## config.mk

```make
export PLATFORM = sky130hd
export DESIGN_NAME = pipe_scoreboard
export DESIGN_NICKNAME = d
export VERILOG_FILES = /design/src/rtl/pipe_pkg.sv /design/src/rtl/sb_counter.sv /design/src/rtl/pipe_scoreboard.sv
export SDC_FILE = /design/constraint.sdc
export NUM_CORES = 1
export LEC_CHECK = 0
export ABC_AREA = 1
export BUFFER_PORTS_ARGS = -buffer_cell sky130_fd_sc_hd__buf_2
export CORE_MARGIN = 3
export CORE_UTILIZATION = 50
export DETAILED_ROUTE_END_ITERATION = 10
export HOLD_SLACK_MARGIN = 0.08
export PLACE_DENSITY = 0.72
export SLEW_MARGIN = 15
export SYNTH_ARGS = -nofsm -noshare
export SYNTH_HDL_FRONTEND = slang
export SYNTH_SLANG_ARGS = --single-unit
```

## constraint.sdc

```tcl
create_clock -name clk -period 3.85 [get_ports clk]
set_input_delay 0 -clock clk [delete_from_list [all_inputs] [get_ports clk]]
set_output_delay 0 -clock clk [all_outputs]
set_load 0.01 [all_outputs]
```

## src/rtl/pipe_pkg.sv

```systemverilog
// rtl/pipe_pkg.sv - shared latency constants and width helper for the hazard scoreboard
package pipe_pkg;

  localparam int PIPE_MAX_LAT = 7;

  localparam int LAT_ALU  = 0;
  localparam int LAT_LOAD = 1;
  localparam int LAT_MUL  = 3;
  localparam int LAT_DIV  = PIPE_MAX_LAT;

  typedef enum logic [1:0] {
    OP_ALU  = 2'd0,
    OP_LOAD = 2'd1,
    OP_MUL  = 2'd2,
    OP_DIV  = 2'd3
  } op_class_e;

  function automatic int cnt_width(input int max_lat);
    return (max_lat < 1) ? 1 : $clog2(max_lat + 1);
  endfunction

  // Latency the control unit presents on id_lat for each producer class.
  function automatic int op_latency(input op_class_e op);
    case (op)
      OP_LOAD: return LAT_LOAD;
      OP_MUL:  return LAT_MUL;
      OP_DIV:  return LAT_DIV;
      default: return LAT_ALU;
    endcase
  endfunction

endpackage

```

## src/rtl/sb_counter.sv

```systemverilog
// rtl/sb_counter.sv - one register's countdown to forwardability; load beats decrement
module sb_counter #(
  parameter int CW = 3
) (
  input  logic          clk,
  input  logic          rst,
  input  logic          i_load,
  input  logic [CW-1:0] i_load_val,
  output logic [CW-1:0] o_cnt
);

  logic [CW-1:0] r_cnt;

  always_ff @(posedge clk) begin
    if (!rst) begin
      r_cnt <= '0;
    end else if (i_load) begin
      r_cnt <= i_load_val;
    end else if (r_cnt != '0) begin
      r_cnt <= r_cnt - CW'(1);
    end
  end

  assign o_cnt = r_cnt;

endmodule

```

## src/rtl/pipe_scoreboard.sv

```systemverilog
// rtl/pipe_scoreboard.sv - per-register latency scoreboard driving ID-stage stall and flush
module pipe_scoreboard
  import pipe_pkg::*;
#(
  parameter int REG_ADDR_W = 5,
  parameter int MAX_LAT    = 7,
  parameter int STAT_W     = 16,
  localparam int NUM_REGS  = 2 ** REG_ADDR_W,
  localparam int CW        = cnt_width(MAX_LAT)
) (
  input  logic                  clk,
  input  logic                  rst,
  input  logic                  id_valid,
  input  logic [REG_ADDR_W-1:0] id_rs,
  input  logic [REG_ADDR_W-1:0] id_rt,
  input  logic                  id_rs_used,
  input  logic                  id_rt_used,
  input  logic                  id_wr_en,
  input  logic [REG_ADDR_W-1:0] id_rd,
  input  logic [CW-1:0]         id_lat,
  input  logic                  id_redirect,
  output logic                  pc_write,
  output logic                  ir_write,
  output logic                  zero_ctrl,
  output logic                  flush,
  output logic [STAT_W-1:0]     stall_cnt
);

  localparam logic [CW:0] LAT_CAP = (CW + 1)'(MAX_LAT);

  logic [CW-1:0]     w_cnt [NUM_REGS];
  logic [CW:0]       w_lat_ext;
  logic [CW-1:0]     w_lat;
  logic              w_raw;
  logic              w_waw;
  logic              w_stall;
  logic              w_issue;
  logic [STAT_W-1:0] r_stall_cnt;

  assign w_lat_ext = {1'b0, id_lat};
  assign w_lat     = (w_lat_ext > LAT_CAP) ? LAT_CAP[CW-1:0] : id_lat;

  // $0 is hardwired so neither reads nor writes of it ever create a hazard.
  assign w_cnt[0] = '0;

  for (genvar g = 1; g < NUM_REGS; g++) begin : g_cnt
    sb_counter #(
      .CW(CW)
    ) u_cnt (
      .clk        (clk),
      .rst        (rst),
      .i_load     (w_issue & id_wr_en & (id_rd == REG_ADDR_W'(g))),
      .i_load_val (w_lat),
      .o_cnt      (w_cnt[g])
    );
  end

  // Hazards look at pre-update counts, so rd==rs compares against the old producer.
  assign w_raw   = id_valid & ((id_rs_used & (w_cnt[id_rs] != '0)) |
                               (id_rt_used & (w_cnt[id_rt] != '0)));
  assign w_waw   = id_valid & id_wr_en & (id_rd != '0) & (w_cnt[id_rd] > w_lat);
  assign w_stall = w_raw | w_waw;
  assign w_issue = id_valid & ~w_stall;

  always_ff @(posedge clk) begin
    if (!rst) begin
      r_stall_cnt <= '0;
    end else if (w_stall && (r_stall_cnt != '1)) begin
      r_stall_cnt <= r_stall_cnt + STAT_W'(1);
    end
  end

  assign pc_write  = ~rst | ~w_stall;
  assign ir_write  = ~rst | ~w_stall;
  assign zero_ctrl = rst & ~w_stall;
  assign flush     = rst & id_redirect & w_issue;
  assign stall_cnt = r_stall_cnt;

endmodule

```

==> impl_metrics.env, run 1 <==
export IMPL_cp_data_arrival_time_ns=3.78
export IMPL_grt_pass1_wl_mm=49.10
export IMPL_first_global_vias=9269
export IMPL_p_comb_share_pct=58.2
export IMPL_start_util_pct=51.35
export IMPL_place_area_um2=10010
export IMPL_cp_end_kind="flop"
export IMPL_yosys_area_top_type="dfxtp_1"
export IMPL_port_buffer_count=44
export IMPL_drtIter0Drc=1128
export IMPL_period_needed_ns=3.496
export IMPL_grt_met2_usage_pct=46.01
export IMPL_hp_class="input port to flop"
export IMPL_clockPowerShare_pct=14.5
export IMPL_grt_busiest_layer="met2"
export IMPL_syn_cell_area_um2=9669
export IMPL_status="complete, no violations"
export IMPL_crit_path_start_kind="flop"
export IMPL_synthFlopType="dfxtp_1"
export IMPL_numClockSinks=109
export IMPL_hpwl_mm=22.13
export IMPL_path_max_fanout=20
export IMPL_power_mw=6.992
export IMPL_insertion_delay_ns=0.38
export IMPL_synthCells=1545
export IMPL_ys_seq_area_share_pct=22.57
export IMPL_synth_fp_nets=1636
export IMPL_diodes=0
export IMPL_grt_use_met3_pct=4.341
export IMPL_clk_path_buf_depth=2
export IMPL_internal_power_mw=3.566
export IMPL_finalSetupTns_ns=0
export IMPL_holdBufCountCts=0
export IMPL_slew_viol_final=0
export IMPL_final_layout_size_suffix_gt1_share_pct=8.542
export IMPL_clock_root_buffer="clkbuf_16"
export IMPL_maxCapViolations=0
export IMPL_muxShareOfSynthArea_pct=0
export IMPL_synthXorXnorAreaFrac_pct=3.533
export IMPL_synth_adder_area_share_pct=8.540
export IMPL_pin_count=45
export IMPL_min_period_over_period_pct=90.80
export IMPL_finalHoldViolCount=0
export IMPL_cellPowerDensity_nw_per_um2=676.1
export IMPL_ctsResizeCount=0
export IMPL_fin_skew_ns=0.01897
export IMPL_final_nets=1643
export IMPL_fin_area_um2=10340
export IMPL_synth_area_top_cells="dfxtp_1 23%, nand2_1 16%, ha_1 8.5%"
export IMPL_synth_avg_cell_area_um2=6.258
export IMPL_drt_pass1_iter_count=6
export IMPL_grt_use_met1_pct=38.50
export IMPL_yosys_area_share_simple_pct=39.47
export IMPL_remaining_drc_errors=0
export IMPL_clk_pin_slew_ns=0.10
export IMPL_cp_cell_sequence="inv_1 -> o22ai_1 -> o21ai_0 -> nand2_1 -> a221oi_1 -> o21ai_0 -> ha_1 -> a21oi_1 -> o21ai_0 -> o2111ai_4 -> buf_4 -> buf_4 -> nand4_2 -> nand2_1 -> o21ai_0 -> nand2_1 -> inv_1"
export IMPL_synth_edf_count=0
export IMPL_vdd_drop_max_uv=313.4
export IMPL_cts_setup_buffers=0
export IMPL_synth_compound_area_share_pct=13.68
export IMPL_synth_cell_types=39
export IMPL_worstMarginPinSlew_ns=0.8488
export IMPL_seqPwrFrac_pct=27.3
export IMPL_cts_max_level=3
export IMPL_p_leak_nw=5.059
export IMPL_critical_path_class="flop to flop"
export IMPL_yosys_warnings=0
export IMPL_dieHeight_um=145.1
export IMPL_critPathTopFamily="compound AO/OA/AOI/OAI gates"
export IMPL_rsz0062_at_grt="no"
export IMPL_cp_slowest_cell="buf_4"
export IMPL_synth_top_family_by_area="simple AND/OR/NAND/NOR gates"
export IMPL_dr_total_vias=10330
export IMPL_max_stage_delay_ns=0.40
export IMPL_gp_congestion=1.016
export IMPL_ys_seq_elements=109
export IMPL_rows=50
export IMPL_worst_path_buf_inv=4
export IMPL_grt_ovfl_total=0
export IMPL_yosysMostFrequentCell="nand2_1"
export IMPL_viasPerCell=5.685
export IMPL_coreArea_um2=18830
export IMPL_area_growth_pct=6.949
export IMPL_grt_usage_pct=28.72
export IMPL_finalSetupViolations=0
export IMPL_grt_max_degree=45
export IMPL_instances_no_fill=1817
export IMPL_dp_cells=1801
export IMPL_relSlewSlack_pct=43.41
export IMPL_cts_tree="built"
export IMPL_wl_per_cell_um=16.97
export IMPL_cp_common_cell="o21ai_0"
export IMPL_ys_async_sr_fraction_pct=0
export IMPL_switching_share_pct=49.00
export IMPL_switchingPower_mw=3.426
export IMPL_numCtsBuffers=9
export IMPL_antenna_found_initial=0
export IMPL_die_w_um=145.1
export IMPL_synth_top_area_share_pct=22.57
export IMPL_timing_fmax_mhz=286.1
export IMPL_wl_mm=30.84
export IMPL_detail_route_antenna_nets=0
export IMPL_required_ns=4.13
export IMPL_dieArea_um2=21040
export IMPL_synthTopCellsByCount="415 x nand2_1, 198 x inv_1, 163 x nand3_1, 136 x nor2_1, 114 x a21oi_1"
## flip-flops by register name, indices dropped and copies added, names as in the netlist
signal             cells
g_cnt.u_cnt.o_cnt     93
stall_cnt             16
## through the flow
step	setup WS, ns	util, %	hold WS [ns]
global placement	0.4469	53.18	0.2965
floorplan	1.022	-	0.09390
global route	0.06409	54.92	0.1191
CTS	0.4022	54.92	0.08978
detailed placement	0.3323	53.18	0.3082
finish	0.3544	54.92	0.1039
## metal layers
metal | vias to the layer above | share of wire (%)
met5 | - | 0
met2 | 477 | 44
met3 | 113 | 8.4
li1 | 5092 | -
met4 | 0 | 4.7
met1 | 4648 | 43
## power groups by stage
stage / Sequential (mW) / Clock, mW / Combinational [mW]
2_1_floorplan: 1.84 / 0 / 3.25
3_3_place_gp: 1.92 / 0 / 3.93
3_5_place_dp: 1.92 / 0 / 3.99
4_1_cts: 1.90 / 1.03 / 4.01
5_1_grt: 1.96 / 1.07 / 4.71
6_report: 1.91 / 1.02 / 4.07
## cells in the final DEF, fill, tap and decap left out, types with 4 or more instances in the layout
master	n
a21oi_1	114
a221oi_1	4
a22oi_1	4
buf_2	44
buf_4	23
clkbuf_16	9
clkinv_8	5
dfxtp_1	109
ha_1	66
inv_1	197
inv_2	5
nand2_1	415
nand3_1	163
nand4_1	53
nand4_2	22
nand4_4	9
nor2_1	136
nor3_1	6
o21ai_0	70
o221ai_1	4
o22ai_1	36
xor2_1	36
## worst min-delay path, delay by kind of cell
| family | cells | cell delay (ns) |
|---|---|---|
| buffers and inverters | 2 | 0.21 |
| AOI/OAI and AO/OA | 1 | 0.06 |
| and+or+nand+nor | 2 | 0.17 |
## worst paths after layout
kind / slack, ns / endpoint / cells after the start / from
hold reg to reg: 0.50 / stall_cnt[7] / 2 / stall_cnt[7]
setup reg to reg: 0.35 / g_cnt[16].u_cnt.o_cnt[2] / 17 / g_cnt[31].u_cnt.o_cnt[2]
setup / recovery: 0.35 / g_cnt[16].u_cnt.o_cnt[2] / 17 / g_cnt[31].u_cnt.o_cnt[2]
hold / removal: 0.10 / g_cnt[20].u_cnt.o_cnt[0] / 5 / id_wr_en
## final cells by class
class | count | area [um2]
fill | 1864 | 8489
multi-input combinational | 1159 | 6306
timing repair buffer | 69 | 432.9
clock buffer | 9 | 225.2
clock inverter | 7 | 101.3
sequential | 109 | 2182
inverter | 204 | 768.2
tap | 260 | 325.3
## logic make-up (layout without fill, tap and decap cells)
group | Yosys count | after routing
simple gates | 816 | 816
buf+inv | 277 | 289
compound gates | 238 | 238
flops | 109 | 109
fa+ha+maj | 66 | 66
xor+xnor | 39 | 39
Power figures use the tool's default switching activity.
==> run 2, diff against run 1 <==
--- a/config.mk
+++ b/config.mk
@@ -6,7 +6,7 @@
 export NUM_CORES = 1
 export LEC_CHECK = 0
 export ABC_AREA = 1
-export BUFFER_PORTS_ARGS = -buffer_cell sky130_fd_sc_hd__buf_2
+export BUFFER_PORTS_ARGS = -buffer_cell sky130_fd_sc_hd__buf_4
 export CORE_MARGIN = 3
 export CORE_UTILIZATION = 50
 export DETAILED_ROUTE_END_ITERATION = 10
==> run 2 against run 1 <==
  * Clock skew decreased by 0.0056 ns
  * Via count about the same
  * Worst hold slack got worse by 0.0052 ns
  * Clock power shrank 5%
  * Cell count is 0.39% lower
  * Non-clock buffer count fell by 7
  * Sequential cell count stayed put
  * Power increased by 0.22%
  * Maximum frequency is 1.7% higher
  * Critical path type unchanged
==> impl_metrics.env, run 2 (synthesis results as in run 1) <==
export IMPL_status="complete, no violations"
export IMPL_worstMarginPinSlew_ns=0.9172
export IMPL_finalSetupTns_ns=0
export IMPL_drtIter0Drc=1128
export IMPL_mostFrequentLayoutCells="415 x nand2_1, 197 x inv_1, 163 x nand3_1"
export IMPL_ctsResizeCount=0
export IMPL_rsz0062_at_grt="no"
export IMPL_max_stage_delay_ns=0.36
export IMPL_detail_route_antenna_nets=0
export IMPL_finalHoldViolCount=0
export IMPL_final_core_util_pct=55.06
export IMPL_required_ns=4.17
export IMPL_met1_length_mm=13.38
export IMPL_numClockSinks=109
export IMPL_relSlewSlack_pct=38.86
export IMPL_remaining_drc_errors=0
export IMPL_finalSetupViolations=0
export IMPL_wl_per_cell_um=17.26
export IMPL_vdd_drop_max_uv=322.9
export IMPL_die_w_um=145.1
export IMPL_wl_met2_mm=13.91
export IMPL_dieHeight_um=145.1
export IMPL_dr_total_vias=10330
export IMPL_largest_register_ffs=93
export IMPL_drt_pass1_iter_count=8
export IMPL_min_period_over_period_pct=89.29
export IMPL_critPathTopFamily="compound AO/OA/AOI/OAI gates"
export IMPL_numCtsBuffers=9
export IMPL_final_nets=1636
export IMPL_maxUsedRoutingLayer="met4"
export IMPL_cts_max_level=3
export IMPL_area_growth_pct=7.220
export IMPL_cts_tree="built"
export IMPL_period_needed_ns=3.438
export IMPL_hp_class="input port to flop"
export IMPL_grt_usage_pct=28.84
export IMPL_clk_path_buf_depth=2
export IMPL_fillCellCount=1928
export IMPL_start_util_pct=51.35
export IMPL_p_leak_nw=5.029
export IMPL_clk_pin_slew_ns=0.09
export IMPL_coreArea_um2=18830
export IMPL_crit_path_start_kind="flop"
export IMPL_pin_count=45
export IMPL_diodes=0
export IMPL_mostFrequentLayoutCell="nand2_1"
export IMPL_cp_data_arrival_time_ns=3.76
export IMPL_wl_mm=31.23
export IMPL_maxCapViolations=0
export IMPL_insertion_delay_ns=0.38
export IMPL_cellPowerDensity_nw_per_um2=675.9
export IMPL_wl_met3_mm=2.581
export IMPL_first_global_vias=9248
export IMPL_path_max_fanout=23
export IMPL_multiInputGateArea_um2=6306
export IMPL_rows=50
export IMPL_timing_fmax_mhz=290.9
export IMPL_slew_viol_final=0
export IMPL_final_layout_size_suffix_gt1_share_pct=8.000
export IMPL_viasPerCell=5.709
export IMPL_port_buffer_count=44
export IMPL_cp_end_kind="flop"
export IMPL_cp_slowest_cell="dfxtp_1"
export IMPL_dieArea_um2=21040
export IMPL_seq_area_um2=2182
export IMPL_antenna_found_initial=0
export IMPL_critical_path_class="flop to flop"
export IMPL_grt_pass1_wl_mm=49.40
export IMPL_fin_skew_ns=0.01334
export IMPL_worst_path_buf_inv=2
export IMPL_hpwl_mm=21.95
export IMPL_cp_common_cell="nand2_1"
export IMPL_gp_congestion=0.9442
export IMPL_clock_root_buffer="clkbuf_16"
export IMPL_grt_ovfl_total=0
export IMPL_cp_cell_sequence="inv_1 -> o22ai_1 -> o21ai_0 -> nand2_1 -> a221oi_1 -> o21ai_0 -> ha_1 -> nand2_1 -> o21ai_0 -> o2111ai_4 -> buf_12 -> nand2_1 -> nand2_1 -> o21ai_0 -> nand2_1 -> nor2_1"
export IMPL_grt_max_degree=83
-- run 2: changes by cell type in the layout (fill, tap and decap cells not counted) --
cell           delta
buf_2            -44
buf_4            +35
clkinv_8          -5
dlygate4sd3_1     +2
inv_6             +2
clkinv_4          +1
clkinvlp_4        +1
inv_8             +1
-- run 2: area by class of cell --
cell class | count | share of cell area (%)
tap | 260 | 3.138
clock buffer | 9 | 2.172
clock inverter | 7 | 0.6276
sequential | 109 | 21.05
inverter | 204 | 7.410
multi-input combinational | 1159 | 60.83
timing repair buffer | 62 | 4.779
-- run 2: power breakdown --
part / switching (mW) / internal [mW]
Clock: 0.510 / 0.457
Sequential: 0.338 / 1.58
Combinational: 2.60 / 1.52
Total: 3.45 / 3.56
-- run 2: final timing paths --
check        slack (ns)  cells past startpoint                  endpoint                      from
max reg2reg        0.41                     16              stall_cnt[6]  g_cnt[28].u_cnt.o_cnt[2]
max                0.41                     16              stall_cnt[6]  g_cnt[28].u_cnt.o_cnt[2]
min                 0.1                      3  g_cnt[26].u_cnt.o_cnt[0]                 id_lat[0]
min reg2reg        0.50                      2              stall_cnt[7]              stall_cnt[7]
-- run 2: per-stage QoR --
stage | power, mW | area, um2 | setup WS (ns) | cells | hold slack [ns]
after floorplan | 5.090 | 9669 | 1.022 | 1545 | 0.09390
after global placement | 5.889 | 10060 | 0.4738 | 1792 | 0.3366
after detailed placement | 5.956 | 10060 | 0.2665 | 1792 | 0.3201
after CTS | 6.951 | 10370 | 0.4274 | 1810 | 0.08675
after global routing | 7.739 | 10370 | 0.1539 | 1810 | 0.1043
final | 7.007 | 10370 | 0.4123 | 1810 | 0.09867
-- run 2: worst register-to-register path, delay by kind of cell (launching register included) --
family | cells | cell delay [ns]
compound gates | 7 | 1.58
fa+ha+maj | 1 | 0.33
buf+inv | 2 | 0.36
flops | 1 | 0.36
simple gates | 6 | 0.77
-- run 2: timing repair --
item,4_1_cts,5_1_grt
endpoints found under the hold margin,8,0
setup buffers,0,0
hold buffers,2,0
-- run 2: per-layer routing --
layer	vias to the layer above	global-route usage, %
li1	5072	-
met3	110	4.060
met5	-	0
met4	0	12.30
met1	4658	38.45
met2	494	46.85
==> run 3, diff against run 2 <==
--- a/config.mk
+++ b/config.mk
@@ -15,4 +15,5 @@
 export SLEW_MARGIN = 15
 export SYNTH_ARGS = -nofsm -noshare
 export SYNTH_HDL_FRONTEND = slang
+export SYNTH_HIERARCHICAL = 1
 export SYNTH_SLANG_ARGS = --single-unit
==> run 3 against run 2 <==
  * Via count rose by 1.3%
  * Sequential share of layout area rose by 0.17 points
  * Sequential cell count did not move
  * Critical endpoint is now g_cnt[30].u_cnt/o_cnt[2]
  * Wire length fell by 10%
==> impl_metrics.env, run 3 <==
export IMPL_status="complete, no violations"
export IMPL_wl_mm=28.04
export IMPL_synthTopCellsByCount="482 x nand2_1, 342 x nor2_1, 274 x inv_1, 177 x nand3_1, 109 x dfxtp_1"
export IMPL_synth_cell_types=34
export IMPL_yosys_warnings=6
export IMPL_yosys_area_top_type="dfxtp_1"
export IMPL_max_stage_delay_ns=0.58
export IMPL_drt_pass1_iter_count=7
export IMPL_synth_area_top_cells="dfxtp_1 23%, nand2_1 19%, nor2_1 14%"
export IMPL_grt_max_degree=88
export IMPL_mostFrequentLayoutCells="482 x nand2_1, 327 x nor2_1, 274 x inv_1"
export IMPL_insertion_delay_ns=0.37
export IMPL_timing_fmax_mhz=288.9
export IMPL_diodes=0
export IMPL_cp_cell_sequence="a22oi_1 -> o221ai_1 -> a22oi_1 -> o21ai_0 -> a211oi_1 -> a21oi_1 -> ha_1 -> a21oi_1 -> o21ai_0 -> o2111ai_1 -> nand4_4 -> nor2_1 -> nor2_1 -> nand2_1 -> nand3_1 -> nor2_1"
export IMPL_cp_slowest_cell="nor2_1"
export IMPL_critPathTopFamily="compound AO/OA/AOI/OAI gates"
export IMPL_first_global_vias=9188
export IMPL_grt_ovfl_total=0
export IMPL_cts_tree="built"
export IMPL_detail_route_antenna_nets=0
export IMPL_synthCells=1690
export IMPL_cts_max_level=3
export IMPL_fin_skew_ns=0.01064
export IMPL_ys_seq_elements=109
export IMPL_grt_pass1_wl_mm=44.82
export IMPL_finalHoldViolCount=0
export IMPL_p_leak_nw=5.275
export IMPL_area_growth_pct=9.760
export IMPL_critical_path_depth=16
export IMPL_cp_common_cell="nor2_1"
export IMPL_holdPathStages=5
export IMPL_synth_avg_cell_area_um2=5.545
export IMPL_dr_total_vias=10470
export IMPL_ys_async_sr_fraction_pct=0
export IMPL_remaining_drc_errors=0
export IMPL_wl_per_cell_um=14.28
export IMPL_ys_seq_area_share_pct=23.28
export IMPL_largest_register_ffs=93
export IMPL_rows=49
export IMPL_port_buffer_count=44
export IMPL_worst_path_buf_inv=0
export IMPL_antenna_found_initial=0
export IMPL_synthFlopType="dfxtp_1"
export IMPL_start_util_pct=51.47
export IMPL_yosysMostFrequentCell="nand2_1"
export IMPL_min_period_over_period_pct=89.90
export IMPL_maxCapViolations=0
export IMPL_synth_edf_count=0
export IMPL_dieArea_um2=20420
export IMPL_required_ns=4.15
export IMPL_mostFrequentLayoutCell="nand2_1"
export IMPL_clk_pin_slew_ns=0.09
export IMPL_hold_ws_ns=0.1948
export IMPL_final_layout_size_suffix_gt1_share_pct=5.709
export IMPL_cp_data_arrival_time_ns=3.77
export IMPL_clk_path_buf_depth=2
export IMPL_gp_congestion=1.060
export IMPL_viasPerCell=5.332
export IMPL_synth_top_area_share_pct=23.28
export IMPL_cellPowerDensity_nw_per_um2=721.1
export IMPL_pin_count=45
export IMPL_clock_root_buffer="clkbuf_16"
export IMPL_numCtsBuffers=9
export IMPL_rr_worst_depth=16
export IMPL_dieHeight_um=142.9
export IMPL_vdd_drop_max_uv=373.5
export IMPL_holdBufCountCts=0
export IMPL_finalSetupViolations=0
export IMPL_relSlewSlack_pct=34.86
export IMPL_hpwl_mm=20.59
export IMPL_numClockSinks=109
export IMPL_final_nets=1820
export IMPL_post_place_ws_ns=0.3199
export IMPL_period_needed_ns=3.461
export IMPL_cp_end_kind="flop"
export IMPL_synth_fp_nets=1781
export IMPL_fin_ws_ns=0.3888
export IMPL_hp_class="input port to flop"
export IMPL_coreArea_um2=18210
export IMPL_crit_path_start_kind="flop"
export IMPL_worstMarginPinSlew_ns=0.9770
export IMPL_syn_cell_area_um2=9371
export IMPL_path_max_fanout=10
export IMPL_critical_path_class="flop to flop"
export IMPL_grt_usage_pct=27.13
export IMPL_slew_viol_final=0
export IMPL_die_w_um=142.9
export IMPL_drtIter0Drc=990
==> run 3: cell families after synthesis <==
kind of cell	after synthesis	share of synthesized area, %
simple gates	1028	44.55
buf+inv	307	12.80
compound gates	180	10.55
flops	109	23.28
fa+ha+maj	66	8.812
==> run 3: tightest hold or removal path, delay by kind of cell <==
family,cells,cell delay (ns)
buffers and inverters,2,0.37
AND/OR/NAND/NOR,3,0.15
==> run 3: path summary, 6_finish.rpt <==
path / startpoint / end / slack (ns)
setup / recovery: g_cnt[4].u_cnt/o_cnt[2] / g_cnt[30].u_cnt/o_cnt[2] / 0.39
hold / removal: id_lat[2] / g_cnt[19].u_cnt/o_cnt[2] / 0.19
setup reg to reg: g_cnt[4].u_cnt/o_cnt[2] / g_cnt[30].u_cnt/o_cnt[2] / 0.39
hold reg to reg: stall_cnt[9] / stall_cnt[9] / 0.54
==> run 3: final cells by class <==
type | count | area [um2]
Sequential cell | 109 | 2182
Tap cell | 229 | 286.5
Timing Repair Buffer | 57 | 427.9
Multi-Input combinational cell | 1274 | 6027
Clock inverter | 7 | 93.84
Inverter | 278 | 1044
Fill cell | 1891 | 7923
Clock buffer | 9 | 225.2
==> run 3: where the power goes <==
group / internal [mW] / switching, mW / total, mW
Clock: 0.524 / 0.499 / 1.02
Combinational: 1.58 / 2.70 / 4.28
Sequential: 1.61 / 0.503 / 2.11
==> run 3: per-layer routing <==
metal | part of all wire [%] | global-route usage [%] | vias to the layer above
met5 | 0 | 0 | -
met4 | 3.6 | 11.41 | 0
met3 | 8.9 | 5.325 | 85
met2 | 44 | 43.22 | 446
met1 | 44 | 35.93 | 4577
li1 | - | - | 5358
==> run 3: per-stage QoR <==
| stage | utilization (%) | std cells | cell area, um2 | power [mW] | TNS, ns |
|---|---|---|---|---|---|
| 3_3_place_gp | 54.55 | 1947 | 9932 | 6.219 | 0 |
| 3_5_place_dp | 54.55 | 1947 | 9932 | 6.313 | 0 |
| 2_1_floorplan | - | 1690 | 9371 | 5.353 | 0 |
| 4_1_cts | 56.30 | 1963 | 10250 | 7.359 | 0 |
| 6_report | 56.49 | 1963 | 10290 | 7.417 | 0 |
| 5_1_grt | 56.49 | 1963 | 10290 | 8.256 | -0.008352 |
==> run 3: timing repair <==
action | CTS | global route
setup endpoints to repair | 0 | 25
resized for setup | 0 | 14
buffers inserted | 0 | 0
endpoints found under the hold margin | 0 | 0
